<file path="src/rtl/dds_sched_pkg.sv">
// Shared widths, configuration payload and helpers for the DDS clock-enable scheduler.
package dds_sched_pkg;

  localparam int unsigned FW_W    = 32;
  localparam int unsigned ACC_W   = 32;
  localparam int unsigned CH_W    = 4;
  localparam int unsigned NCH_MAX = 16;

  // One pending configuration request: target channel, new word, phase clear.
  typedef struct packed {
    logic [CH_W-1:0] ch;
    logic [FW_W-1:0] fw;
    logic            clr;
  } cfg_t;

  // True when a requested channel index exists in an nch-channel instance.
  function automatic logic ch_in_range(input logic [CH_W-1:0] ch, input int unsigned nch);
    return 32'(ch) < nch;
  endfunction

endpackage

</file>
<file path="src/rtl/dds_cfg_port.sv">
// Valid/ready configuration capture with a single pending slot and range check.
module dds_cfg_port
  import dds_sched_pkg::*;
#(
  parameter int unsigned NCH = 4
) (
  input  logic            clk,
  input  logic            rst,
  input  logic            cfg_vld,
  output logic            cfg_rdy,
  input  logic [CH_W-1:0] cfg_ch,
  input  logic [FW_W-1:0] cfg_fw,
  input  logic            cfg_clr,
  output logic            cfg_err,
  output logic            apply_req,
  output cfg_t            pend,
  input  logic            apply_ack
);

  logic bad;
  logic xfer_c;

  assign xfer_c = cfg_vld & cfg_rdy;

  // Pending register: in-range requests wait for their slot, out-of-range ones are dropped next cycle.
  always_ff @(posedge clk) begin
    if (rst) begin
      cfg_rdy   <= 1'b0;
      cfg_err   <= 1'b0;
      apply_req <= 1'b0;
      bad       <= 1'b0;
      pend      <= '0;
    end else begin
      cfg_err <= bad;
      cfg_rdy <= !(apply_req | bad) & !xfer_c;
      bad     <= 1'b0;
      if (apply_ack) begin
        apply_req <= 1'b0;
      end
      if (xfer_c) begin
        pend      <= '{ch: cfg_ch, fw: cfg_fw, clr: cfg_clr};
        apply_req <= ch_in_range(cfg_ch, NCH);
        bad       <= !ch_in_range(cfg_ch, NCH);
      end
    end
  end

endmodule

</file>
<file path="src/rtl/dds_clken_sched.sv">
// Multi-channel fractional clock-enable generator sharing one phase adder round-robin.
module dds_clken_sched
  import dds_sched_pkg::*;
#(
  parameter int unsigned NCH   = 4,
  parameter int unsigned U_DLY = 1
) (
  input  logic            clk,
  input  logic            rst,
  input  logic [NCH-1:0]  ch_en,
  input  logic            sync_clr,
  input  logic            cfg_vld,
  output logic            cfg_rdy,
  input  logic [CH_W-1:0] cfg_ch,
  input  logic [FW_W-1:0] cfg_fw,
  input  logic            cfg_clr,
  output logic            cfg_err,
  output logic [NCH-1:0]  enb,
  output logic [CH_W-1:0] slot
);

  // Elaboration guard on the supported channel count.
  if (NCH < 2 || NCH > NCH_MAX) begin : g_bad_nch
    $error("dds_clken_sched: NCH must be in 2..16");
  end

  // U_DLY is kept for interface compatibility only; it carries no behaviour here.
  logic unused_dly;
  assign unused_dly = ^32'(U_DLY);

  logic [ACC_W-1:0] acc [NCH];
  logic [FW_W-1:0]  fw  [NCH];

  cfg_t             pend;
  logic             apply_req;
  logic             apply_ack_c;
  logic [ACC_W-1:0] acc_sel_c;
  logic [FW_W-1:0]  fw_sel_c;
  logic             en_sel_c;
  logic [ACC_W:0]   sum_c;

  dds_cfg_port #(
    .NCH(NCH)
  ) u_cfg (
    .clk      (clk),
    .rst      (rst),
    .cfg_vld  (cfg_vld),
    .cfg_rdy  (cfg_rdy),
    .cfg_ch   (cfg_ch),
    .cfg_fw   (cfg_fw),
    .cfg_clr  (cfg_clr),
    .cfg_err  (cfg_err),
    .apply_req(apply_req),
    .pend     (pend),
    .apply_ack(apply_ack_c)
  );

  // Select the served channel's state and run the shared adder; flag an apply in its slot.
  always_comb begin
    acc_sel_c = '0;
    fw_sel_c  = '0;
    en_sel_c  = 1'b0;
    for (int k = 0; k < NCH; k++) begin
      if (slot == CH_W'(k)) begin
        acc_sel_c = acc[k];
        fw_sel_c  = fw[k];
        en_sel_c  = ch_en[k];
      end
    end
    sum_c       = {1'b0, acc_sel_c} + {1'b0, fw_sel_c};
    apply_ack_c = apply_req & !sync_clr & (pend.ch == slot);
  end

  // Slot counter, accumulator/word update and carry-to-enable register.
  always_ff @(posedge clk) begin
    if (rst) begin
      slot <= '0;
      enb  <= '0;
      for (int k = 0; k < NCH; k++) begin
        acc[k] <= '0;
        fw[k]  <= '0;
      end
    end else if (sync_clr) begin
      // Phase alignment: words survive, phases and the slot restart.
      slot <= '0;
      enb  <= '0;
      for (int k = 0; k < NCH; k++) begin
        acc[k] <= '0;
      end
    end else begin
      slot <= (slot == CH_W'(NCH - 1)) ? '0 : slot + CH_W'(1);
      enb  <= '0;
      for (int k = 0; k < NCH; k++) begin
        if (slot == CH_W'(k)) begin
          // The sum this cycle already used the old word; the new one takes effect next visit.
          if (apply_ack_c) begin
            fw[k] <= pend.fw;
          end
          if (apply_ack_c && pend.clr) begin
            acc[k] <= '0;
          end else if (en_sel_c) begin
            acc[k] <= sum_c[ACC_W-1:0];
            enb[k] <= sum_c[ACC_W];
          end
        end
      end
    end
  end

endmodule

</file>
<file path="config.mk">
export PLATFORM = sky130hd
export DESIGN_NAME = dds_clken_sched
export DESIGN_NICKNAME = d
export VERILOG_FILES = /design/src/rtl/dds_sched_pkg.sv /design/src/rtl/dds_cfg_port.sv /design/src/rtl/dds_clken_sched.sv
export SDC_FILE = /design/constraint.sdc
export NUM_CORES = 1
export LEC_CHECK = 0
export ABC_AREA = 1
export CAP_MARGIN = 20
export CORE_AREA = 2 2 175 160
export DETAILED_ROUTE_END_ITERATION = 10
export DIE_AREA = 0 0 177 162
export HOLD_SLACK_MARGIN = 0.06
export PLACE_DENSITY = 0.79
export SLEW_MARGIN = 20
export SYNTH_ARGS = -nofsm -noshare
export SYNTH_HDL_FRONTEND = slang
export SYNTH_SLANG_ARGS = --single-unit
</file>
<file path="constraint.sdc">
create_clock -name clk -period 6.61 [get_ports clk]
set_input_delay 1.983 -clock clk [delete_from_list [all_inputs] [get_ports clk]]
set_output_delay 1.983 -clock clk [all_outputs]
set_load 0.005 [all_outputs]
</file>
* Yosys cells after proc, flatten, opt, wreduce, memory -nomap -nowiden *
Memory sizes are Yosys's and may differ from the RTL's.
Cells that the tools add are included.

word-level totals
  register bits = 49
  latch bits = 0
  bits in writable memories = 256
  bits in read-only memories = 0
  input bits = 45
  memories kept = 2
  logic and storage cells = 149

memory list
  name  depth  width  rd ports  clocked after Yosys merged registers in  wr ports  RTL line               source
  acc   4      32     4         0                                        4         dds_clken_sched.sv:31  logic [ACC_W-1:0] acc [NCH];
  fw    4      32     4         0                                        4         dds_clken_sched.sv:32  logic [FW_W-1:0] fw [NCH];

cells by class
  multiply operators = 0
  bitwise gates (word level) = 26
  shift-type cells = 0
  div/mod/pow operators = 0
  reductions and logical operators = 13
  $lt $le $gt $ge = 1
  muxes and demuxes = 89
  add/subtract/negate cells = 2
  equality and inequality tests = 4

operator list
  kind                 count
  $mux 32              24
  $mux 1               65
  $add 32x32->33       1
  $or 1x1->1           17
  $reduce_or 3->1      5
  $eq 4x2->1 const B   2
  $not 1->1            5
  $add 4x1->4 const B  1
  $and 1x1->1          4
  $eq 4x1->1 const B   1
  $eq 4x4->1           1
  $logic_not 1->1      4
  $logic_not 4->1      1
  $lt 4x3->1 const B   1
  $reduce_bool 2->1    1
  $reduce_or 2->1      1
  $logic_and 1x1->1    1

* Longest topological paths before layout *
  depth in word-level cells = 12
  mapped depth = 22
  depth with buffers taken out = 20

* By module *
Synthesis repeated with hierarchy kept, for this count alone.

second synthesis, totals
  cell total of the unflattened synthesis = 1755
  area, all modules = 15368.5 um2

by module, submodules not included
  module           cells an instance  area each (um2)  times used  seq. area each (um2)
  dds_clken_sched  1574               13875.8          1           7527.2
  dds_cfg_port     181                1492.7           1           820.8

* Worst setup path after synthesis *
Ideal clock, no wire load.

  kind = in2reg
  from = input sync_clr
  to = memory fw[0][0], enable pin
  data required time = 6.144 ns
  stages = 5
  arrival time = 4.673 ns
  setup slack = 1.472 ns
  library setup time = 0.466 ns
  cells stage by stage = inv_2 > nand2_1 > a21oi_1 > nand3_1 > o21ai_0

RTL lines
  item         RTL line               source
  from (decl)  dds_clken_sched.sv:11  input logic sync_clr,
  to (decl)    dds_clken_sched.sv:32

==> flow_summary.toml <==
[cells_and_area]
fin_cells = 2117
mostFrequentLayoutCell = "nand2_1"
final_cell_mix = "nand2_1 (348), nor2_1 (311), edfxtp_1 (224), inv_1 (191), o21ai_0 (106)"
antenna_cells = 0
final_nets = 1821
drive_above_1_share = 0.05162
syn_to_final_growth_pct = 12.07

[clocking]
cts_resized = 0
clock_sinks = 305
cts_buffers = 30
clkSlewWorstSetupHoldPaths_ns = 0.06
postCtsHoldBufs = 0
worstSkewPairLatency_ns = 0.55
cts_buffer_depth = 3
cts_setup_buffers = 0
cts_tree = "yes"
htree_levels = 1
cts-root-buf = "clkbuf_16"

[grt]
grt_max_degree = 73
grt_pass1_vias = 11880
antenna_found_initial = 2
grt_usage = 0.2792
grt_pass1_wl_um = 62460
grt_overflow = 0

[worst_setup_path]
path_cells = "clkdlybuf4s50_1 -> inv_2 -> nand2_1 -> a21oi_1 -> nand3_1 -> inv_1 -> nand2_1 -> nand2_1 -> buf_4"
slowest_stage = "nand2_1"
worstSetupPathType = "input pin to register"
crit_path_frequent_cell = "nand2_1"
cpPeakStageDelay_ns = 0.62
cp.arrival_ns = 4.86
required_ns = 6.83
critPathMaxFanout = 34
end_kind = "register"
setup.worst_path.start_class = "input pin"

[yosys]
yosysWarnings = 0
syn_avg_cell_area_um2 = 8.785
syn_area_mm2 = 0.01508
synth_nets = 1799
synth.distinct_cells = 40
synthCells = 1717
ys_ff_latch = 305
ys_seq_area_frac = 0.5535

[sta]
slew_violations = 0
rsz0062_at_grt = "no"
tightest_slew_ns = 0.9087
skew_ns = 0.01142
maxSlewHeadroom = 0.3927
fin_crit_ns = 4.640
fin_tns_setup_ns = 0
period_share = 0.7020
hold_viol_final = 0
setup-violations-final = 0
clock.fmax_mhz = 215.5

[detailed_routing]
drtIter0Drc = 1290
num_vias = 12370
via_per_inst = 5.843
wl_per_cell_um = 18.91
ant_nets = 0
remaining_drc_errors = 0
dr.pass1.iters = 5
routed_wl_um = 40030

[floorplanning]
dieWidth_um = 177
initial_utilization = 0.5640
dieArea_mm2 = 0.02867
ios = 55
num_rows = 57
die_height_um = 162
core_area_mm2 = 0.02674

[place]
placed_cells = 2060
portBuffers = 54
dp_hpwl_um = 25840
gp_congestion = 0.8869

[min_path]
hold_class = "register to register"

[job]
maxCapViolations = 0

[pwr]
power.share.switching = 0.2548
power_frac_seq = 0.490
pwr-share-clk = 0.382
p_comb_frac = 0.128
internal_power_mw = 3.280
power_switching_mw = 1.121
power_density_mw_per_mm2 = 260.4
peakVddDrop_mv = 0.2108
power_leakage_nw = 6.808

[status]
status = "complete, no violations"
==> final cells by class <==
type	count	area (um^2)
Tap cell	354	442.9
Clock buffer	52	967.2
Clock inverter	4	22.52
Multi-Input combinational cell	1126	5643
Timing Repair Buffer	79	740.7
Fill cell	2224	9841
Sequential cell	305	8348
Inverter	197	739.5
==> metal layers <==
metal  GRT usage  routed length, um  vias up
met3     0.06344               4678       67
met2      0.4266              17900      668
li1            -                  -     5822
met1      0.4004              16660     5812
met5           0                  0        -
met4     0.08002                786        0
==> worst paths after layout <==
kind | cells past startpoint | to | slack, ns | start
setup / recovery | 9 | fw[2][17] | 1.97 | sync_clr
hold reg to reg | 1 | u_cfg.cfg_rdy | 0.44 | u_cfg.bad
hold / removal | 1 | u_cfg.cfg_rdy | 0.44 | u_cfg.bad
setup reg to reg | 18 | acc[3][30] | 1.98 | slot[0]
==> Yosys cell counts (all sizes together) <==
cell,instances,area share
xnor2,3,0.0017
nand2,351,0.088
o31ai,30,0.015
a21oi,89,0.030
o211ai,3,0.0015
nand3b,6,0.0030
buf,47,0.016
nor3,5,0.0017
dfxtp,81,0.11
and2,1,0.00042
o21a,1,0.00050
o2111ai,1,0.00058
o32ai,1,0.00058
o22ai,2,0.00083
ha,36,0.030
a221oi,64,0.037
fa,1,0.0013
edfxtp,224,0.45
inv,196,0.049
clkinv,1,0.00025
o21ai,108,0.036
or2,5,0.0021
nand4,40,0.017
nor2,316,0.080
o21bai,2,0.0010
clkbuf,42,0.010
xor2,12,0.0070
nand3,49,0.018
==> per-stage QoR <==
stage | power, mW | setup slack, ns | instance area [um^2] | utilization | hold slack, ns
6_report | 4.402 | 1.970 | 16900 | 0.6320 | 0.4386
5_1_grt | 4.538 | 1.631 | 16900 | 0.6320 | 0.4514
4_1_cts | 4.389 | 2.043 | 16880 | 0.6311 | 0.4402
3_5_place_dp | 2.741 | 1.523 | 15890 | 0.5941 | 0.4328
3_3_place_gp | 2.728 | 1.576 | 15890 | 0.5941 | 0.4197
2_1_floorplan | 2.551 | 1.472 | 15080 | - | 0.3975
==> power groups by stage <==
stage	Clock [mW]	Combinational, mW	Sequential, mW
detailed placement	0	0.543	2.20
floorplan	0	0.359	2.19
global placement	0	0.534	2.19
global route	1.76	0.614	2.17
CTS	1.68	0.547	2.16
finish	1.68	0.562	2.16
==> critical path: cells and delay by family <==
family | cells | cell delay (ns)
AOI/OAI and AO/OA | 1 | 0.19
buffers and inverters | 4 | 1.66
and+or+nand+nor | 4 | 1.02
==> cells by family (layout without fill, tap and decap cells) <==
family,after synthesis,count (layout),synth area share
buf+inv,286,332,0.07516
fa+ha+maj,37,37,0.03119
compound gates,301,301,0.1224
flops,305,305,0.5535
xor+xnor,15,15,0.008710
simple gates,773,773,0.2090
==> registers in the layout (all words and copies together) (netlist names), 4 cells and up <==
signal,cells
slot,4
acc,128
u_cfg.pend,37
fw,128
enb,4
(Power assumes the default switching activity.)
